===== src/rtl/id_ex_pipe_reg.sv =====
// -----------------------------------------------------------------------------
// id_ex_pipe_reg
//
// Parametrised ID/EX pipeline register for the MIPS pipeline. It moves the
// WB/MEM/EX control bundles, PC+4, the A/B operands, the immediate, the rs/rt/rd
// fields and the jump target from ID to EX with one cycle of latency.
//
// Flow control uses a valid/ready handshake:
//   - in_ready is high when the stage is empty or EX is draining it this cycle,
//     so the stage can stream one instruction per cycle.
//   - flush squashes the held instruction and the incoming one.
//   - While the stage is empty, WB_out and MEM_out read as zero. A bubble
//     therefore never writes the register file or memory.
//
// Register/ALU control is decoded from the registered EX bundle as plain slices:
//   EX[MSB] = RegDst, EX[ALUOP_W:1] = ALUop, EX[0] = ALUSrc.
//
// bubble_cnt counts the edges where EX is ready and the stage will not present
// a valid instruction in the next cycle. The count saturates at all-ones and is
// cleared only by reset.
//
// Ports
//   clk, reset          clock (rising edge), asynchronous active-high reset
//   in_valid/in_ready   ID-side handshake
//   ex_ready/out_valid  EX-side handshake
//   flush               squash stage contents and the incoming instruction
//   *_in / *_out        pipeline fields (WB, MEM, nextAddress, A, B, imm,
//                       Ins25/20/15, tar)
//   EX_in               EX control bundle (no direct output; decoded instead)
//   RegDst/ALUop/ALUSrc decoded from the registered EX bundle
//   bubble_cnt          saturating count of bubbles issued to EX
// -----------------------------------------------------------------------------
module id_ex_pipe_reg #(
    parameter int DATA_W  = 32,
    parameter int REG_W   = 5,
    parameter int TAR_W   = 26,
    parameter int WB_W    = 2,
    parameter int MEM_W   = 4,
    parameter int ALUOP_W = 2,
    parameter int CNT_W   = 16
) (
    input  logic                 clk,
    input  logic                 reset,
    input  logic                 in_valid,
    output logic                 in_ready,
    input  logic                 ex_ready,
    input  logic                 flush,
    output logic                 out_valid,
    input  logic [WB_W-1:0]      WB_in,
    output logic [WB_W-1:0]      WB_out,
    input  logic [MEM_W-1:0]     MEM_in,
    output logic [MEM_W-1:0]     MEM_out,
    input  logic [ALUOP_W+1:0]   EX_in,
    input  logic [DATA_W-1:0]    nextAddress_in,
    output logic [DATA_W-1:0]    nextAddress_out,
    input  logic [DATA_W-1:0]    A_in,
    output logic [DATA_W-1:0]    A_out,
    input  logic [DATA_W-1:0]    B_in,
    output logic [DATA_W-1:0]    B_out,
    input  logic [DATA_W-1:0]    imm_in,
    output logic [DATA_W-1:0]    imm_out,
    input  logic [REG_W-1:0]     Ins25_in,
    output logic [REG_W-1:0]     Ins25_out,
    input  logic [REG_W-1:0]     Ins20_in,
    output logic [REG_W-1:0]     Ins20_out,
    input  logic [REG_W-1:0]     Ins15_in,
    output logic [REG_W-1:0]     Ins15_out,
    input  logic [TAR_W-1:0]     tar_in,
    output logic [TAR_W-1:0]     tar_out,
    output logic                 RegDst,
    output logic [ALUOP_W-1:0]   ALUop,
    output logic                 ALUSrc,
    output logic [CNT_W-1:0]     bubble_cnt
);

    localparam logic [CNT_W-1:0] W_CNT_MAX = {CNT_W{1'b1}};
    localparam logic [CNT_W-1:0] W_CNT_ONE = {{(CNT_W-1){1'b0}}, 1'b1};

    // Pipeline state
    logic                 r_valid;
    logic [WB_W-1:0]      r_wb;
    logic [MEM_W-1:0]     r_mem;
    logic [ALUOP_W+1:0]   r_ex;
    logic [DATA_W-1:0]    r_next_addr;
    logic [DATA_W-1:0]    r_a;
    logic [DATA_W-1:0]    r_b;
    logic [DATA_W-1:0]    r_imm;
    logic [REG_W-1:0]     r_ins25;
    logic [REG_W-1:0]     r_ins20;
    logic [REG_W-1:0]     r_ins15;
    logic [TAR_W-1:0]     r_tar;
    logic [CNT_W-1:0]     r_bubble_cnt;

    // Handshake decisions for the coming edge
    logic                 w_in_ready;
    logic                 w_load;
    logic                 w_next_valid;
    logic                 w_bubble;

    // Decide load, next-cycle validity and bubble issue from the handshake inputs
    always_comb begin
        w_in_ready   = (!r_valid) || ex_ready;
        w_load       = in_valid && w_in_ready && !flush;
        w_next_valid = 1'b0;
        if (flush) begin
            w_next_valid = 1'b0;
        end else if (w_load) begin
            w_next_valid = 1'b1;
        end else if (r_valid && !ex_ready) begin
            w_next_valid = 1'b1;   // stall keeps the held instruction
        end else begin
            w_next_valid = 1'b0;
        end
        // A bubble is issued when EX takes a cycle and nothing valid follows
        w_bubble = ex_ready && !w_next_valid;
    end

    // Valid flag and control bundles; flush clears the side-effecting WB/MEM
    always_ff @(posedge clk or posedge reset) begin
        if (reset) begin
            r_valid <= 1'b0;
            r_wb    <= {WB_W{1'b0}};
            r_mem   <= {MEM_W{1'b0}};
            r_ex    <= {(ALUOP_W+2){1'b0}};
        end else if (flush) begin
            r_valid <= 1'b0;
            r_wb    <= {WB_W{1'b0}};
            r_mem   <= {MEM_W{1'b0}};
        end else if (w_load) begin
            r_valid <= 1'b1;
            r_wb    <= WB_in;
            r_mem   <= MEM_in;
            r_ex    <= EX_in;
        end else if (r_valid && ex_ready) begin
            r_valid <= 1'b0;       // drain: the data fields keep their old values
        end else begin
            r_valid <= r_valid;
        end
    end

    // Data fields; captured only on load and held otherwise, including on flush
    always_ff @(posedge clk or posedge reset) begin
        if (reset) begin
            r_next_addr <= {DATA_W{1'b0}};
            r_a         <= {DATA_W{1'b0}};
            r_b         <= {DATA_W{1'b0}};
            r_imm       <= {DATA_W{1'b0}};
            r_ins25     <= {REG_W{1'b0}};
            r_ins20     <= {REG_W{1'b0}};
            r_ins15     <= {REG_W{1'b0}};
            r_tar       <= {TAR_W{1'b0}};
        end else if (w_load) begin
            r_next_addr <= nextAddress_in;
            r_a         <= A_in;
            r_b         <= B_in;
            r_imm       <= imm_in;
            r_ins25     <= Ins25_in;
            r_ins20     <= Ins20_in;
            r_ins15     <= Ins15_in;
            r_tar       <= tar_in;
        end else begin
            r_a         <= r_a;
        end
    end

    // Saturating bubble counter, cleared only by reset
    always_ff @(posedge clk or posedge reset) begin
        if (reset) begin
            r_bubble_cnt <= {CNT_W{1'b0}};
        end else if (w_bubble && (r_bubble_cnt != W_CNT_MAX)) begin
            r_bubble_cnt <= r_bubble_cnt + W_CNT_ONE;
        end else begin
            r_bubble_cnt <= r_bubble_cnt;
        end
    end

    // Output mapping; WB/MEM are gated so an empty stage looks like a NOP
    always_comb begin
        in_ready        = w_in_ready;
        out_valid       = r_valid;
        if (r_valid) begin
            WB_out  = r_wb;
            MEM_out = r_mem;
        end else begin
            WB_out  = {WB_W{1'b0}};
            MEM_out = {MEM_W{1'b0}};
        end
        nextAddress_out = r_next_addr;
        A_out           = r_a;
        B_out           = r_b;
        imm_out         = r_imm;
        Ins25_out       = r_ins25;
        Ins20_out       = r_ins20;
        Ins15_out       = r_ins15;
        tar_out         = r_tar;
        RegDst          = r_ex[ALUOP_W+1];
        ALUop           = r_ex[ALUOP_W:1];
        ALUSrc          = r_ex[0];
        bubble_cnt      = r_bubble_cnt;
    end

endmodule


===== config.mk =====
export PLATFORM = sky130hd
export DESIGN_NAME = id_ex_pipe_reg
export DESIGN_NICKNAME = d
export VERILOG_FILES = /design/src/rtl/id_ex_pipe_reg.sv
export SDC_FILE = /design/constraint.sdc
export NUM_CORES = 1
export LEC_CHECK = 0
export CORE_AREA = 4 4 147 149
export DETAILED_ROUTE_END_ITERATION = 8
export DIE_AREA = 0 0 151 153
export GPL_TIMING_DRIVEN = 0
export PLACE_DENSITY = 0.75
export SETUP_SLACK_MARGIN = 0.02
export SYNTH_ARGS = -nofsm -noshare
export SYNTH_HDL_FRONTEND = slang
export SYNTH_SLANG_ARGS = --single-unit

===== constraint.sdc =====
create_clock -name clk -period 7.5 [get_ports clk]
set_input_delay 1.5 -clock clk [delete_from_list [all_inputs] [get_ports clk]]
set_output_delay 1.5 -clock clk [all_outputs]
set_load 0.02 [all_outputs]

# Yosys cells after proc, flatten, opt, wreduce, memory -nomap -nowiden

Index checks and enable logic that the tools add are counted.

Register bits: 196
Output and inout bits: 197
Logic and storage cells: 42

Add/subtract/negate cells: 1
Eq/ne operators: 1
Multiplexer cells: 12
Bitwise operators: 1
Reductions and logical operators: 14

Operators with widths:

| kind                    | count |
|---|---|
| $add A16 B1 Y16 const B | 1 |
| $ne A16 B16 Y1 const B  | 1 |
| $mux W4                 | 3 |
| $logic_and A1 B1 Y1     | 6 |
| $mux W1                 | 6 |
| $mux W2                 | 3 |
| $logic_not A1 Y1        | 4 |
| $reduce_bool A3 Y1      | 1 |
| $reduce_and A2 Y1       | 1 |
| $reduce_bool A2 Y1      | 1 |
| $logic_or A1 B1 Y1      | 1 |
| $not A1 Y1              | 1 |

# Depth between registers and ports, before layout

Depth after elaboration: 9
Mapped depth: 6

# Worst setup path after synthesis

OpenSTA, ideal clock, no wires.

Kind: input-to-output
Start point: input ex_ready
End point: output in_ready
Arrival: 1746 ps
Data required time: 6000 ps
Setup slack: 4254 ps
Stages on the path: 1
Buffers on the path: 0
Path through: nand2b_1

Longest elaborated chain between the ends: 1

RTL lines:

| what               | RTL line | text |
|---|---|---|
| from (decl)        | 46       | `input logic ex_ready,` |
| $logic_or A1 B1 Y1 | 102      | `w_in_ready = (!r_valid) \|\| ex_ready;` |
| to (decl)          | 45       | `output logic in_ready,` |

No other way between the ends.

# Worst setup path in the final report

Same ends and word-level chain as after synthesis.

==> impl_metrics.tcl <==
set metrics [dict create \
    ys_async_sr_fraction 1.00 \
    finalWirelength_microns 21400 \
    dp.cells 1114 \
    yosysMostFrequentCell "dfrtp_1" \
    leakagePower_uw 0.00508 \
    synth_fp_nets 648 \
    antenna_found_initial 0 \
    synth-edff-count 0 \
    place_congestion 0.779 \
    die_w_microns 151 \
    p_per_area_nw_per_um2 263 \
    avgSynthCellArea_sq_um 16.2 \
    synthTopCellsByArea "dfrtp_1, mux2_2, xor2_1, buf_4, a22o_1" \
    ys.warnings.count 0 \
    hpwl_microns 16300 \
    nets 1048 \
    final_cell_area_sq_um 12300 \
    path_buf_inv 2 \
    ys_ff_latch 196 \
    layout_worst_path_cycle_share 0.580 \
    synth.top_cell.area_share 0.653 \
    grt_pass1_vias 5793 \
    overflow 0 \
    clock-sinks 196 \
    firstDrtPassIters 4 \
    dieArea_sq_um 23100 \
    grtUsageTotal 0.181 \
    hold_path.class "flip-flop to flip-flop" \
    ios 381 \
    yosysSeqAreaShare 0.653 \
    io_buffers 380 \
    post_cts_buffers 0 \
    synth_commonest_cells "dfrtp_1, mux2_2, xor2_1" \
    drive_gt1_frac 0.265 \
    clk_pin_slew_ps 70 \
    die_h_microns 153 \
    ys_types 27 \
    postCtsHoldBufs 0 \
    drtIter0Drc 116 \
    coreArea_sq_um 20200 \
    path_delay_family "buffers and inverters" \
    yosys.area.top_type "dfrtp_1" \
    layoutNonFillerInstCount 1146 \
    row_count 52 \
    routedWlPerCell_microns 18.7 \
    drc 0 \
    htreeDepth 4 \
    synthFlopType "dfrtp_1" \
    cts_tree "yes" \
    netlist_area_sq_um 7510 \
    viasPerCell 4.66 \
    final-setup-viol-count 0 \
    min_period_ps 4350 \
    postLayoutCoreUtil 0.608 \
    maxSlewViolCount 0 \
    status "finished, final reports clean" \
    setup-tns-final_ps 0 \
    cts_root_buf "clkbuf_16" \
    power_uw 3230 \
    path_max_fanout 4 \
    numCtsBuffers 17 \
    grt_pass1_wl_microns 32400 \
    crit_arrival_ps 2850 \
    initial_core_util 0.372 \
    synthesis.instances 463 \
    n_antenna_cell 0 \
    crit_chain "clkdlybuf4s50_1 -> nand2b_1 -> clkdlybuf4s50_1" \
    clk_path_buf_depth 2 \
    ir_drop_mv 0.155 \
    skew_ps 15.1 \
    max_freq_mhz 230 \
    maxCapViolCount 0 \
    tightestPinTransition_ps 689 \
    grt_max_degree 102 \
    max_stage_delay_ps 650 \
    cts_resized 0 \
    crit_slowest_cell "clkdlybuf4s50_1" \
    slew_headroom 0.541 \
    clock_latency_ps 430 \
    vias 5336 \
    cpMostUsedCell "clkdlybuf4s50_1" \
    crit_required_ps 6000 \
    crit_path_start_kind "primary input" \
    critical_path_class "primary input to output port" \
    syn_to_final_growth_pct 63.3 \
    dpl_cell_area_sq_um 11700 \
    end_kind "output port" \
    finalHoldViolations 0 \
    rsz0062_at_grt "false" \
    postRouteAntennaNets 0 \
]
power by group:
group,switching (uW),total [uW],internal (uW)
clock,436,894,457
combinational,443,982,540
sequential,113,1350,1240
final cells by class:
type,instances,area [sq um]
plain buffers,20,126
clock buffers,20,457
clock inverters,12,118
fillers,1616,7910
inverters,3,18.8
multi-input cells,244,2470
flip-flops and latches,196,4900
well taps,270,338
repair buffers,381,3830
routing by layer:
layer	up-vias	part of all wire	global-route usage
met1	2647	0.35	0.185
met3	23	0.099	0.0687
met2	226	0.54	0.339
met5	-	0	0
met4	0	0.017	0.0505
li1	2440	-	-
sequential cells by signal, indices dropped and copies added, names as in the netlist, 4 cells and up:
name,flops
nextAddress_out,32
Ins15_out,5
imm_out,32
r_mem,4
B_out,32
Ins25_out,5
A_out,32
bubble_cnt,16
Ins20_out,5
tar_out,26
r_ex,4
cells by family (layout without fill, tap and decap cells):
| family | after synthesis | in the layout | synth area share |
|---|---|---|---|
| AOI/OAI and AO/OA | 8 | 8 | 0.00833 |
| adders and majority gates | 1 | 1 | 0.00167 |
| DFF | 196 | 196 | 0.653 |
| buffers and inverters | 23 | 436 | 0.0183 |
| muxes | 176 | 176 | 0.264 |
| and+or+nand+nor | 46 | 46 | 0.0395 |
| xor gates and xnor gates | 13 | 13 | 0.0152 |
worst register-to-register path, cell delays in order (launching register included):
cell and delay [ps]:
dfrtp_1 470, nand2b_1 170, nand2_1 80, nor2_2 320, buf_2 350, buf_4 260
mux2_2 360
metrics by stage:
step                      setup slack, ps  hold WS (ps)
after global placement              -2150           478
after global routing                 3100           520
after detailed placement             3170           485
after CTS                            3140           509
final                                3150           506
after floorplan                       659           458
final timing paths:
path                            from          end  slack [ps]  depth (start not counted)
min in group asynchronous      reset     A_out[3]        1580                          2
setup reg to reg           out_valid   imm_out[4]        5380                          6
setup / recovery            ex_ready     in_ready        3150                          3
hold / removal              r_mem[1]     r_mem[1]         510                          1
hold reg to reg             r_mem[1]     r_mem[1]         510                          1
max in group asynchronous      reset  imm_out[25]        5010                          3
layout by cell type (no fill, tap or decap), types with 2 or more instances in the layout:
cell type        count
nand2b_1             3
and3_1               2
and2_1               6
nand3_1              4
mux2_2             175
nand4_2              2
inv_1                2
inv_6                2
buf_4               11
inv_8                4
nor4_1               6
nor3_1               5
dfrtp_1            196
clkbuf_8             2
clkdlybuf4s50_1    380
clkinv_4             4
clkbuf_1             2
xor2_1              13
a22o_1               6
nor3b_1              2
nand4_1              2
clkbuf_16           17
nand2_1              7
clkinvlp_4           2
nor4b_1              2
buf_2                8
a21oi_1              2
Power figures use the tool's default switching activity.
